`src/rtl/arb_pkg.sv`:
```
// Shared types and sizing for the 8-way round-robin arbiter.
package arb_pkg;

   localparam int unsigned N_REQ = 8;
   localparam int unsigned IDX_W = 3;

   typedef enum logic {
      IDLE  = 1'b0,
      GRANT = 1'b1
   } arb_state_e;

   // Binary index to one-hot request/grant vector.
   function automatic logic [N_REQ-1:0] onehot(input logic [IDX_W-1:0] idx);
      onehot      = '0;
      onehot[idx] = 1'b1;
   endfunction

endpackage

```
`src/rtl/rr_priority_pick.sv`:
```
// Combinational rotating-priority picker: first set request at or after ptr.
module rr_priority_pick
   import arb_pkg::*;
(
   input  logic [N_REQ-1:0] req,
   input  logic [IDX_W-1:0] ptr,
   output logic [IDX_W-1:0] win_idx,
   output logic             found
);

   logic [N_REQ-1:0] rot;
   logic [IDX_W-1:0] off;

   // Rotate right by ptr so the highest-priority requester lands in bit 0.
   always_comb begin
      rot = '0;
      for (int i = 0; i < N_REQ; i++) begin
         rot[i] = req[IDX_W'(i) + ptr];
      end
   end

   // Lowest set bit of the rotated vector, mapped back by adding ptr (wraps mod N_REQ).
   always_comb begin
      off   = '0;
      found = |rot;
      for (int i = N_REQ - 1; i >= 0; i--) begin
         if (rot[i]) off = IDX_W'(i);
      end
      win_idx = off + ptr;
   end

endmodule

```
`src/rtl/rr_arbiter8.sv`:
```
// Round-robin arbiter: registered one-hot grant, held until done, dropped
// request, or hold limit; priority pointer advances past the owner on release.
module rr_arbiter8
   import arb_pkg::*;
#(
   parameter int unsigned HOLD_MAX = 16
)
(
   input  logic             clk,
   input  logic             rst_n,
   input  logic [N_REQ-1:0] req,
   input  logic             done,
   output logic [N_REQ-1:0] gnt,
   output logic [IDX_W-1:0] gnt_idx,
   output logic             gnt_valid,
   output logic             timeout
);

   // state | meaning
   // IDLE  | no grant held; waiting for any request
   // GRANT | gnt_idx owns the resource until done / req drop / hold limit

   localparam int unsigned HCNT_W = (HOLD_MAX < 2) ? 1 : $clog2(HOLD_MAX);
   localparam logic [HCNT_W-1:0] HOLD_LAST =
      (HOLD_MAX == 0) ? '0 : HCNT_W'(HOLD_MAX - 1);

   arb_state_e        state_q, state_d;
   logic [IDX_W-1:0]  ptr_q, ptr_d;
   logic [HCNT_W-1:0] hold_cnt_q, hold_cnt_d;
   logic [N_REQ-1:0]  gnt_q, gnt_d;
   logic [IDX_W-1:0]  gnt_idx_q, gnt_idx_d;
   logic              gnt_valid_q, gnt_valid_d;
   logic              timeout_q, timeout_d;

   logic [IDX_W-1:0]  pick_ptr;
   logic [IDX_W-1:0]  win_idx;
   logic              found;
   logic              owner_req;
   logic              limit_hit;
   logic              release_grant;

   // In GRANT the search starts just past the owner, so a release and the
   // next grant can share one edge without waiting for ptr_q to update.
   assign pick_ptr = (state_q == GRANT) ? (gnt_idx_q + 1'b1) : ptr_q;

   rr_priority_pick u_pick (
      .req     (req),
      .ptr     (pick_ptr),
      .win_idx (win_idx),
      .found   (found)
   );

   assign owner_req     = req[gnt_idx_q];
   assign limit_hit     = (HOLD_MAX != 0) && (hold_cnt_q == HOLD_LAST);
   assign release_grant = done || !owner_req || limit_hit;

   // Next-state and output decode.
   always_comb begin
      state_d     = state_q;
      ptr_d       = ptr_q;
      hold_cnt_d  = hold_cnt_q;
      gnt_d       = gnt_q;
      gnt_idx_d   = gnt_idx_q;
      gnt_valid_d = gnt_valid_q;
      timeout_d   = 1'b0;

      unique case (state_q)
         IDLE: begin
            if (found) begin
               gnt_d       = onehot(win_idx);
               gnt_idx_d   = win_idx;
               gnt_valid_d = 1'b1;
               hold_cnt_d  = '0;
               state_d     = GRANT;
            end
         end
         GRANT: begin
            if (release_grant) begin
               ptr_d     = gnt_idx_q + 1'b1;
               // done or a dropped request outranks the hold limit as the cause
               timeout_d = limit_hit && !done && owner_req;
               if (found) begin
                  gnt_d      = onehot(win_idx);
                  gnt_idx_d  = win_idx;
                  hold_cnt_d = '0;
               end else begin
                  gnt_d       = '0;
                  gnt_idx_d   = '0;
                  gnt_valid_d = 1'b0;
                  state_d     = IDLE;
               end
            end else if (hold_cnt_q != '1) begin
               hold_cnt_d = hold_cnt_q + 1'b1;
            end
         end
         default: state_d = IDLE;
      endcase
   end

   // State, pointer, counter and output registers.
   always_ff @(posedge clk or negedge rst_n) begin
      if (!rst_n) begin
         state_q     <= IDLE;
         ptr_q       <= '0;
         hold_cnt_q  <= '0;
         gnt_q       <= '0;
         gnt_idx_q   <= '0;
         gnt_valid_q <= 1'b0;
         timeout_q   <= 1'b0;
      end else begin
         state_q     <= state_d;
         ptr_q       <= ptr_d;
         hold_cnt_q  <= hold_cnt_d;
         gnt_q       <= gnt_d;
         gnt_idx_q   <= gnt_idx_d;
         gnt_valid_q <= gnt_valid_d;
         timeout_q   <= timeout_d;
      end
   end

   assign gnt       = gnt_q;
   assign gnt_idx   = gnt_idx_q;
   assign gnt_valid = gnt_valid_q;
   assign timeout   = timeout_q;

endmodule

```
`config.mk`:
```
export PLATFORM = sky130hd
export DESIGN_NAME = rr_arbiter8
export DESIGN_NICKNAME = d
export VERILOG_FILES = /design/src/rtl/arb_pkg.sv /design/src/rtl/rr_priority_pick.sv /design/src/rtl/rr_arbiter8.sv
export SDC_FILE = /design/constraint.sdc
export NUM_CORES = 1
export LEC_CHECK = 0
export ABC_AREA = 1
export CAP_MARGIN = 20
export CORE_MARGIN = 1
export CORE_UTILIZATION = 58
export CTS_BUF_LIST = sky130_fd_sc_hd__clkbuf_4 sky130_fd_sc_hd__clkbuf_8 sky130_fd_sc_hd__clkbuf_16
export DETAILED_ROUTE_END_ITERATION = 12
export GPL_TIMING_DRIVEN = 0
export PLACE_DENSITY = 0.83
export REMOVE_ABC_BUFFERS = 1
export SETUP_SLACK_MARGIN = 0.02
export SYNTH_ARGS = -nofsm -noshare
export SYNTH_HDL_FRONTEND = slang
export SYNTH_SLANG_ARGS = --single-unit
```
`constraint.sdc`:
```
create_clock -name clk -period 7.5 [get_ports clk]
set_input_delay 1.5 -clock clk [delete_from_list [all_inputs] [get_ports clk]]
set_output_delay 1.5 -clock clk [all_outputs]
set_load 0.02 [all_outputs]
```
Word-level counts from Yosys, hierarchy flattened --
Index checks and enable logic that the tools add are counted.
Operators by class: add/subtract/negate cells 10, eq/ne operators 6, order comparisons 11, bitwise logic cells 1, mux-type cells 50, reductions and logical operators 11
Operators with widths (count):
- $lt A3 B4 Y1 const B | 10
- $mux W3 | 12
- $bmux W1 S3 | 9
- $mux W8 | 3
- $mux W1 | 17
- $pmux W8 S2 | 1
- $add A3 B3 Y3 const A | 4
- $mux W4 | 3
- $pmux W4 S2 | 1
- $reduce_or A8 Y1 | 1
- $add A2 B3 Y3 const A | 2
- $pmux W3 S2 | 1
- $add A4 B1 Y4 const B | 1
- $eq A4 B4 Y1 const B | 1
- $ne A2 B2 Y1 const B | 2
- $ne A4 B4 Y1 const B | 1
- $pmux W1 S2 | 2
- $reduce_and A2 Y1 | 2
- $add A1 B3 Y3 const A | 1
- $add A3 B1 Y3 const B | 1
- $add A3 B3 Y3 | 1
- $demux W1 S3 | 1
- $ge A3 B1 Y1 const B | 1
- $logic_and A1 B1 Y1 | 3
- other kinds (6) | 8
Word-level totals: word-level logic and storage cells 96, register bits 21

Logic depth before layout (Yosys ltp) --
depth in word-level cells 21, mapped depth 24, mapped depth without buffers 23

Hierarchy --
From an unflattened synthesis, not the netlist that was laid out.
Second synthesis, totals: cell total of the unflattened synthesis 257, area, all modules 1696.6 um^2
By module, submodules not included:
- rr_arbiter8 | cells an instance 151, times used 1, area an instance 1144.8 um^2
- rr_priority_pick | cells an instance 106, times used 1, area an instance 551.8 um^2

Worst setup path before layout --
No wires, ideal clock.
path kind input to register, from input port req[6], to register gnt_q[4] (netlist: gnt[4]), required time 7.382 ns, buffers on the path 0, setup time 0.118 ns, arrival 3.431 ns, stages on the path 16, path slack 3.951 ns, cells stage by stage inv_1 > nand3_1 > nand2_1 > nand3_1 > nand3_1 > nand2_1 > nor2_1 > a21oi_1 > or2_2 > fa_1 > xnor2_1 > inv_1 > nand3_1 > nand2_2 > nand3_1 > nand2_1
On the way: cells in the longest elaborated chain, start to end 18, elaborated cells on any way between the ends 43, those cells by class add/sub (1); order compare (2); eq/ne (2); mux (32); reduce/logical (6)
Ends and longest elaborated chain:
- from (decl) | RTL line rr_arbiter8.sv:11 | input logic [N_REQ-1:0] req,
- $bmux W1 S3 | RTL line rr_priority_pick.sv:18 | rot[i] = req[IDX_W'(i) + ptr];
- $mux W1 (not written as such) | RTL line rr_priority_pick.sv:18
- $mux W3 (8 in series) | RTL line rr_priority_pick.sv:27 | if (rot[i]) off = IDX_W'(i);
- $add A3 B3 Y3 | RTL line rr_priority_pick.sv:29 | win_idx = off + ptr;
- $lt A3 B4 Y1 (not written as such) / $ge A3 B1 Y1 (equally long branches) | RTL line arb_pkg.sv:15 | onehot[idx] = 1'b1;
- $logic_and A1 B1 Y1 (not written as such) | RTL line arb_pkg.sv:15
- $mux W1 (not written as such) | RTL line arb_pkg.sv:15
- $demux W1 S3 | RTL line arb_pkg.sv:15
- $mux W8 | RTL line rr_arbiter8.sv:82 | if (found) begin
- $mux W8 | RTL line rr_arbiter8.sv:78 | if (release_grant) begin
- $pmux W8 S2 | RTL line rr_arbiter8.sv:67 | unique case (state_q)
- to (signal assigned) | RTL line rr_arbiter8.sv:114 | gnt_q <= gnt_d;
- to (decl) | RTL line rr_arbiter8.sv:30 | logic [N_REQ-1:0] gnt_q, gnt_d;
Parallel ways exist; a longest one is shown, timed or not. The select of a mux whose other input is x is not followed. A chain may end at the register's enable or synchronous reset.

Final worst setup path --
from input port req[2], to register gnt_q[2] (netlist: gnt[2])
The elaborated chain is that of the path after synthesis.

==> flow_summary.toml <==
[status]
status = "finished clean"

[timing]
hold_viol = 0
drv_slew = 0
max_freq_ghz = 0.248
rsz0062_at_grt = "false"
finClkSkew_ns = 0.00186
period_share_pct = 53.8
hold_ws_ns = 0.512
tns_ns = 0
period_needed_ns = 4.03
slew_headroom_pct = 41.2
setup_viol = 0
worst_slew_pin_slew_ns = 0.880

[synth]
synth_top_area_share_pct = 28.6
synth.most_common_cell = "nand2_1"
synth_ff_type = "dfrtp_1"
synth.area.top_cells = "dfrtp_1, nand2_1, nand3_1"
synth_area_leader_cell = "dfrtp_1"
synthCells = 293
ys_ff_latch = 21
synthArstFlopShare_pct = 100
synth.cell_area_um2 = 1840
syn_avg_cell_area_um2 = 6.28
yosysWarnings = 0
ys_seq_area_share_pct = 28.6
synth_enable_flop_cells = 0
synth_common_cells = "nand2_1, nand3_1, inv_1"
synthDistinctLibCells = 28

[clock_tree]
post_cts_buffers = 0
cts_htree_levels = 1
insertion_delay_ns = 0.31
cts.clk_slew.worst_paths_ns = 0.10
cts_hold_buf = 0
numCtsBuffers = 3
clk_path_buf_depth = 2
cts_root_buffer = "clkbuf_4"
cts_tree = "yes"
post_cts_resized = 0
clkSinkCount = 21

[floorplan]
core_area_um2 = 3030
dieArea_um2 = 3400
die_w_um = 58.3
io_pins = 24
rows = 20
start_util_pct = 60.7
fp.dieH_um = 58.3

[worst_hold_path]
worstHoldStart = "ptr_q[2]$_DFFE_PN0P_"
holdPathStages = 2
min_to = "ptr_q[2]$_DFFE_PN0P_"
hold_class = "reg -> reg"

[worst_setup_path]
regToRegEndpoint = "gnt[2]$_DFFE_PN0P_"
crit_fanout = 3
crit_arrival_ns = 4.26
cp-start-kind = "input port"
r2r_start = "gnt_idx[0]$_DFFE_PN0P_"
crit_required_ns = 7.73
worstRegToRegCells = 22
regToRegSetupSlack_ns = 3.65
cp-end-kind = "flop"
path_class = "in -> reg"

[detailed_routing]
wl_per_cell_um = 11.6
first_pass_iters = 4
wirelength_mm = 4.15
vias = 1897
viasPerCell = 5.30
drtIter0Drc = 121
drcViolationCount = 0
ant_nets = 0

[placed_design]
post-dp-hpwl_mm = 3.27
dpl.cell_count = 354
gp_congestion = 0.889
portBuffers = 23

[final_layout]
layout-drive-gt1-share_pct = 7.64
nNetsFinal = 331
instances_no_fill = 358
antenna_cells = 0
fill_cells = 287
syn_to_final_growth_pct = 14.4

[run]
drv_cap = 0

[global_routing]
grt_pass1_wl_mm = 6.96
grt_overflow = 0
grt_usage_pct = 26.6
grt_pass1_vias = 1695
grt_max_degree = 22
antenna_found_initial = 0
-- cell type report --
type | count | area [um2] | area share [%]
Timing Repair Buffer | 23 | 230 | 10.9
Sequential cell | 21 | 526 | 25.0
Clock buffer | 4 | 30.0 | 1.43
Inverter | 30 | 113 | 5.35
Multi-Input combinational cell | 236 | 1150 | 54.7
Tap cell | 44 | 55.1 | 2.62
-- worst max-delay path: stages --
cell and delay [ns]:
clkdlybuf4s50_1 0.50, inv_1 0.07, nand3_1 0.10, nand2_1 0.08, nand2_1 0.06, nand2_1 0.09
nand2_1 0.08, nand2_1 0.06, nor2_1 0.09, o21ai_0 0.07, nand2_1 0.07, a21oi_1 0.06
nor2_1 0.10, ha_1 0.15, inv_1 0.05, fa_1 0.37, xnor2_1 0.25, inv_1 0.07
nand3_1 0.15, nand3_1 0.11, o21ai_0 0.18
-- layer usage --
metal	track usage, %	part of all wire [%]
met5	0	0
met1	32.2	45
met3	0.879	2.8
met2	49.3	50
met4	11.6	2.2
-- layout by cell type (no fill, tap or decap) --
cell             netlist  final
a21oi_1                4      4
a21oi_2                1      1
clkbuf_4               0      4
clkdlybuf4s50_1        0     23
dfrtp_1               21     21
fa_1                   1      1
ha_1                   4      4
inv_1                 29     29
inv_2                  1      1
mux2i_1                1      1
nand2_1              116    116
nand2_2               10     10
nand2_4                4      4
nand3_1               64     64
nand3_2                1      1
nor2_1                 5      5
nor2_2                 1      1
nor2_4                 1      1
nor3_1                 1      1
o211ai_1               2      2
o21ai_0               14     14
o21ai_1                1      1
o22ai_1                1      1
or2_1                  1      1
or2_2                  1      1
xnor2_1                1      1
xor2_1                 1      1
-- state kept, by name, summed over array words and instances (netlist names) --
register,flops
gnt_idx,3
gnt_valid,1
gnt,8
state_q,1
ptr_q,3
timeout,1
hold_cnt_q,4
-- cells by family (layout without fill, tap and decap cells) --
group | count (synthesis) | count (layout) | synth area share (%)
xor+xnor | 2 | 2 | 0.953
buf+inv | 36 | 57 | 8.91
compound gates | 23 | 23 | 6.80
flops | 21 | 21 | 28.6
mux | 1 | 1 | 0.544
fa+ha+maj | 5 | 5 | 3.81
simple gates | 205 | 205 | 50.4
-- how the worst max path moves through the flow --
| stage | to | cells after the start | slack, ns | startpoint |
|---|---|---|---|---|
| floorplan | gnt[4]$_DFFE_PN0P_ | 16 | 3.95 | req[6] |
| global placement | gnt[6]$_DFFE_PN0P_ | 22 | 3.22 | req[2] |
| detailed placement | gnt[2]$_DFFE_PN0P_ | 21 | 3.18 | req[2] |
| CTS | gnt[2]$_DFFE_PN0P_ | 21 | 3.49 | req[2] |
| global route | gnt[0]$_DFFE_PN0P_ | 21 | 3.18 | req[2] |
| finish | gnt[2]$_DFFE_PN0P_ | 21 | 3.47 | req[2] |
-- metrics by stage --
stage                     area, um2  setup slack (ns)  utilization [%]
after CTS                      2100              3.49             69.5
after floorplan                1790              3.95                -
final                          2100              3.47             69.5
after global placement         2070              3.22             68.5
after global routing           2100              3.18             69.5
after detailed placement       2070              3.18             68.5
Power is left out: the tool's default activity adds up to more than one toggle a clock period on the data nets, which glitch-free logic cannot reach.
